[config.mk]
export PLATFORM = sky130hd
export DESIGN_NAME = multiplier_arbiter_taint_track
export DESIGN_NICKNAME = d
export VERILOG_FILES = /design/src/rtl/multiplier_arbiter_taint_track.sv
export SDC_FILE = /design/constraint.sdc
export NUM_CORES = 1
export LEC_CHECK = 0
export ABC_AREA = 0
export CORE_MARGIN = 3
export CORE_UTILIZATION = 45
export DETAILED_ROUTE_END_ITERATION = 8
export PLACE_DENSITY = 0.84
export SYNTH_ARGS = -nofsm -noshare
export SYNTH_HDL_FRONTEND = slang
export SYNTH_SLANG_ARGS = --single-unit
[constraint.sdc]
create_clock -name clk -period 4.8 [get_ports clk]
set_clock_uncertainty 0.05 [all_clocks]
set_input_delay 0.96 -clock clk [delete_from_list [all_inputs] [get_ports clk]]
set_output_delay 0.96 -clock clk [all_outputs]
set_load 0.02 [all_outputs]
[src/rtl/multiplier_arbiter_taint_track.sv]
// multiplier_arbiter_taint_track: round-robin sharing of one sequential
// multiplier between two requesters, with word-level taint on every output.
module multiplier_arbiter_taint_track #(
  parameter int WIDTH   = 4,
  parameter int TIMEOUT = 2*WIDTH+4
) (
  input  logic               clk,
  input  logic               rst,
  input  logic               req0,
  input  logic               req0_t,
  input  logic [WIDTH-1:0]   req0_multiplier,
  input  logic               req0_multiplier_t,
  input  logic [WIDTH-1:0]   req0_multiplicand,
  input  logic               req0_multiplicand_t,
  input  logic               req1,
  input  logic               req1_t,
  input  logic [WIDTH-1:0]   req1_multiplier,
  input  logic               req1_multiplier_t,
  input  logic [WIDTH-1:0]   req1_multiplicand,
  input  logic               req1_multiplicand_t,
  output logic               ack0,
  output logic               ack0_t,
  output logic               ack1,
  output logic               ack1_t,
  output logic               resp0_valid,
  output logic               resp0_valid_t,
  output logic               resp1_valid,
  output logic               resp1_valid_t,
  output logic [2*WIDTH-1:0] resp_product,
  output logic               resp_product_t,
  output logic               resp_err,
  output logic               mul_start,
  output logic               mul_start_t,
  output logic [WIDTH-1:0]   mul_multiplier,
  output logic [WIDTH-1:0]   mul_multiplicand,
  output logic               mul_multiplier_t,
  output logic               mul_multiplicand_t,
  input  logic [2*WIDTH-1:0] mul_product,
  input  logic               mul_product_t,
  input  logic               mul_done,
  input  logic               mul_done_t,
  output logic               busy
);

  localparam int CW = $clog2(TIMEOUT + 1);
  localparam logic [CW-1:0] CNT_LAST = CW'(TIMEOUT - 1);
  localparam logic [CW-1:0] CNT_MAX  = CW'(TIMEOUT);

  typedef enum logic [1:0] {
    IDLE,
    START,
    WAIT,
    RESP
  } state_t;

  state_t state;
  state_t state_nxt;

  logic any_req;
  logic win;
  logic in_t;
  logic timeout;

  logic               w_q;
  logic               dt_q;
  logic [WIDTH-1:0]   op_a_q;
  logic [WIDTH-1:0]   op_b_q;
  logic               op_a_t_q;
  logic               op_b_t_q;
  logic [2*WIDTH-1:0] prod_q;
  logic               pt_q;
  logic               vt_q;
  logic               err_q;
  logic               prio_q;
  logic [CW-1:0]      cnt_q;

  assign any_req = req0 | req1;
  assign win     = req1 & (~req0 | prio_q);
  assign in_t    = req0_t | req1_t;
  // Fires on the WAIT cycle whose increment brings the count to TIMEOUT.
  assign timeout = (cnt_q == CNT_LAST);

  always_ff @(posedge clk) begin
    if (rst) begin
      state <= IDLE;
    end else begin
      state <= state_nxt;
    end
  end

  always_comb begin
    state_nxt          = state;
    ack0               = 1'b0;
    ack0_t             = 1'b0;
    ack1               = 1'b0;
    ack1_t             = 1'b0;
    resp0_valid        = 1'b0;
    resp0_valid_t      = 1'b0;
    resp1_valid        = 1'b0;
    resp1_valid_t      = 1'b0;
    resp_product       = '0;
    resp_product_t     = 1'b0;
    resp_err           = 1'b0;
    mul_start          = 1'b0;
    mul_start_t        = 1'b0;
    mul_multiplier     = '0;
    mul_multiplicand   = '0;
    mul_multiplier_t   = 1'b0;
    mul_multiplicand_t = 1'b0;
    busy               = 1'b0;
    if (!rst) begin
      unique case (state)
        IDLE: begin
          ack0_t = in_t;
          ack1_t = in_t;
          if (any_req) begin
            ack0      = ~win;
            ack1      = win;
            state_nxt = START;
          end
        end
        START: begin
          mul_start   = 1'b1;
          mul_start_t = dt_q;
          state_nxt   = WAIT;
        end
        WAIT: begin
          if (mul_done || timeout) begin
            state_nxt = RESP;
          end
        end
        RESP: begin
          resp0_valid    = ~w_q;
          resp1_valid    = w_q;
          resp0_valid_t  = vt_q;
          resp1_valid_t  = vt_q;
          resp_product   = prod_q;
          resp_product_t = pt_q;
          resp_err       = err_q;
          state_nxt      = IDLE;
        end
      endcase
      if (state != IDLE) begin
        busy               = 1'b1;
        mul_multiplier     = op_a_q;
        mul_multiplicand   = op_b_q;
        mul_multiplier_t   = op_a_t_q | dt_q;
        mul_multiplicand_t = op_b_t_q | dt_q;
      end
    end
  end

  always_ff @(posedge clk) begin
    if (rst) begin
      w_q      <= 1'b0;
      dt_q     <= 1'b0;
      op_a_q   <= '0;
      op_b_q   <= '0;
      op_a_t_q <= 1'b0;
      op_b_t_q <= 1'b0;
      prod_q   <= '0;
      pt_q     <= 1'b0;
      vt_q     <= 1'b0;
      err_q    <= 1'b0;
      prio_q   <= 1'b0;
      cnt_q    <= '0;
    end else begin
      unique case (state)
        IDLE: begin
          if (any_req) begin
            w_q      <= win;
            dt_q     <= in_t;
            op_a_q   <= win ? req1_multiplier
                            : req0_multiplier;
            op_b_q   <= win ? req1_multiplicand
                            : req0_multiplicand;
            op_a_t_q <= win ? req1_multiplier_t
                            : req0_multiplier_t;
            op_b_t_q <= win ? req1_multiplicand_t
                            : req0_multiplicand_t;
          end
        end
        START: begin
          cnt_q <= '0;
        end
        WAIT: begin
          if (cnt_q != CNT_MAX) begin
            cnt_q <= cnt_q + CW'(1);
          end
          // A done on the timeout cycle still counts as success.
          if (mul_done) begin
            prod_q <= mul_product;
            pt_q   <= mul_product_t | dt_q;
            vt_q   <= mul_done_t | dt_q;
            err_q  <= 1'b0;
          end else if (timeout) begin
            prod_q <= '0;
            pt_q   <= dt_q;
            vt_q   <= mul_done_t | dt_q;
            err_q  <= 1'b1;
          end
        end
        RESP: begin
          prio_q <= ~w_q;
        end
      endcase
    end
  end

endmodule

==> flow_summary_export.csv <==
group,metric,value,unit
outcome,status,"complete, no violations",
sta,drv_slew,0,
layout,layout.nets,273,
synthesis,synth_top_area_share,0.378,
synthesis,synth-seq-area-share,0.378,
detailed_routing,num_vias,1472,
detailed_routing,drt_pass1_iterations,4,
layout,area_growth,44.3,%
layout,final_cell_mix,"clkdlybuf4s50_1, dfxtp_1, and2_1",
placed_design,portBuffers,67,
power_and_ir_drop,clkPwrFrac,0.236,
floorplan,core_area,3200,sq um
detailed_routing,first_iter_violations,95,
sta,setup_viol,0,
global_routing,grt_max_degree,20,
floorplan,rows,20,
sta,min_period,4.16,ns
synthesis,yosys_warnings,0,
worst_setup_path,critical_path_class,"input port to primary output",
clock_tree,clkTransAtPathRegs,0.10,ns
clock_tree,htree_num_levels,2,
worst_setup_path,reg2reg_slack,3.00,ns
sta,rsz0062_at_grt,"no",
global_routing,grt_overflow,0,
floorplan,die_h,65.4,um
worst_setup_path,cp.required,3.79,ns
synthesis,synth-seq-cells,30,
clock_tree,root_buffer,"clkbuf_4",
floorplan,num_io_pins,68,
layout,drive_gt1_frac,0.0823,
worst_setup_path,path_max_fanout,19,
worst_setup_path,rr_worst_depth,5,
placed_design,post-dp-hpwl,3.11,mm
detailed_routing,final_antenna_net_count,0,
worst_setup_path,startpoint,"rst",
detailed_routing,routed_via_density,5.35,
sta,fmax,240,MHz
global_routing,track_usage,0.205,
clock_tree,insertion_delay,0.34,ns
synthesis,syn-num-nets,212,
synthesis,ys.flop_type,"dfxtp_1",
synthesis,synth_edf_count,0,
power_and_ir_drop,p_seq_frac,0.404,
sta,tightest_slew,0.712,ns
floorplan,die_w,65.4,um
layout,antenna_cells,0,
placed_design,post-place-ws,0.644,ns
worst_setup_path,r2r_end,"op_b_q[2]",
floorplan,die-area,4280,sq um
power_and_ir_drop,p_sw,0.285,mW
worst_setup_path,crit_end,"ack0",
clock_tree,hold_buffers,0,
clock_tree,tritoncts,"done",
layout,fillCellCount,262,
synthesis,ys_top_cells_by_area,"dfxtp_1, and2_1, a32o_1, ha_1, nor3b_1",
synthesis,syn_inst,169,
hold_path,hp-class,"flop to flop",
detailed_routing,drt-wirelength-per-cell,14.4,um
hold_path,whs_path_depth,2,
power_and_ir_drop,switching_share,0.336,
job,maxCapViolations,0,
clock_tree,clockBufferDepth,2,
synthesis,ys_async_sr_fraction,0,
detailed_routing,drc,0,
synthesis,yosysTopAreaCell,"dfxtp_1",
power_and_ir_drop,ir_worst_vdd,0.000214,V
worst_setup_path,arrival,3.15,ns
sta,hold_violations,0,
detailed_routing,drt-total-wl,3.95,mm
clock_tree,cts.sinks,30,
clock_tree,cts.repair.resized,0,
power_and_ir_drop,p_leak,0.853,nW
power_and_ir_drop,p_int,0.562,mW
synthesis,avgSynthCellArea,9.40,sq um
sta,setup_ws,0.639,ns
clock_tree,postCtsSetupRepairBufs,0,
sta,finalSetupTns,0,ns
synthesis,synth_area,1590,sq um
global_routing,grt_pass1_vias,1512,
layout,layout_commonest_cell,"clkdlybuf4s50_1",
sta,period_share,0.867,
synthesis,synth_cell_types,40,
sta,maxSlewHeadroom,0.524,
global_routing,grt_pass1_wl,6.78,mm
worst_setup_path,startpoint_type,"input port",
power_and_ir_drop,pwr-share-comb,0.360,
power_and_ir_drop,powerDensity,369,nW/um^2
global_routing,antenna_found_initial,0,
clock_tree,cts_buffers,5,
floorplan,initial_utilization,0.496,
worst_setup_path,r2r-start,"state[0]",
placed_design,gp_congestion,0.724,
worst_setup_path,endpoint_kind,"primary output",
stage by stage:
step | hold slack, ns | power (mW) | util | instance area (sq um) | cells
after global placement | 0.397 | 0.643 | 0.691 | 2210 | 267
after detailed placement | 0.415 | 0.652 | 0.691 | 2210 | 267
after floorplan | 0.384 | 0.552 | - | 1590 | 169
after global routing | 0.446 | 0.903 | 0.716 | 2290 | 275
final | 0.422 | 0.846 | 0.716 | 2290 | 275
after CTS | 0.430 | 0.854 | 0.716 | 2290 | 275
synthesized netlist by cell type, drive strengths merged, types with 3 or more instances:
library cell / instances
a21oi: 4
nand2: 5
a221o: 6
a31oi: 4
nand3b: 5
buf: 10
nor2: 8
a32o: 9
and2: 21
nand3: 3
inv: 10
o21a: 3
o21ai: 9
clkbuf: 4
nor2b: 4
ha: 6
nor3b: 7
dfxtp: 30
a211oi: 4
critical path, cell delays in order:
cell	delay [ns]
clkdlybuf4s50_1	0.65
buf_4	0.30
inv_2	0.23
and4_2	0.37
clkdlybuf4s50_1	0.63
how the worst min path moves through the flow:
| stage | startpoint | end | slack, ns |
|---|---|---|---|
| final | vt_q | vt_q | 0.42 |
| after global placement | vt_q | vt_q | 0.40 |
| after CTS | vt_q | vt_q | 0.43 |
| after floorplan | vt_q | vt_q | 0.38 |
| after detailed placement | vt_q | vt_q | 0.42 |
| after global routing | err_q | err_q | 0.45 |
state kept, by name (all words and copies together) (netlist names), 2 cells and up:
register,cells
op_a_q,4
prod_q,8
state,2
op_b_q,4
cnt_q,4
routing by layer:
metal / routed length (um) / GRT usage / vias up
li1: - / - / 733
met1: 1690 / 0.237 / 693
met2: 2020 / 0.357 / 38
met3: 166 / 0.0444 / 8
met4: 76 / 0.0959 / 0
met5: 0 / 0 / -
power groups by stage:
stage | registers [mW] | clock network (mW) | logic [mW]
after floorplan | 0.335 | 0 | 0.218
after global placement | 0.345 | 0 | 0.299
after detailed placement | 0.346 | 0 | 0.306
after CTS | 0.341 | 0.205 | 0.307
after global routing | 0.349 | 0.216 | 0.338
final | 0.342 | 0.200 | 0.305
cell families after synthesis:
logic type	share of synthesized area
adder cells (fa/ha/maj)	0.0472
AO/OA/AOI/OAI	0.228
AND/OR/NAND/NOR	0.243
multiplexers	0.0126
flip-flops	0.378
buffers and inverters	0.0913
cell type report:
type                    count  area, sq um  area share
clock buffers               5         37.5      0.0164
clock inverters             3         40.0      0.0175
inverters                  10         37.5      0.0164
multi-input cells         115          843       0.368
flip-flops and latches     30          601       0.262
well taps                  44         55.1      0.0240
repair buffers             68          678       0.296
(Power assumes the default switching activity.)
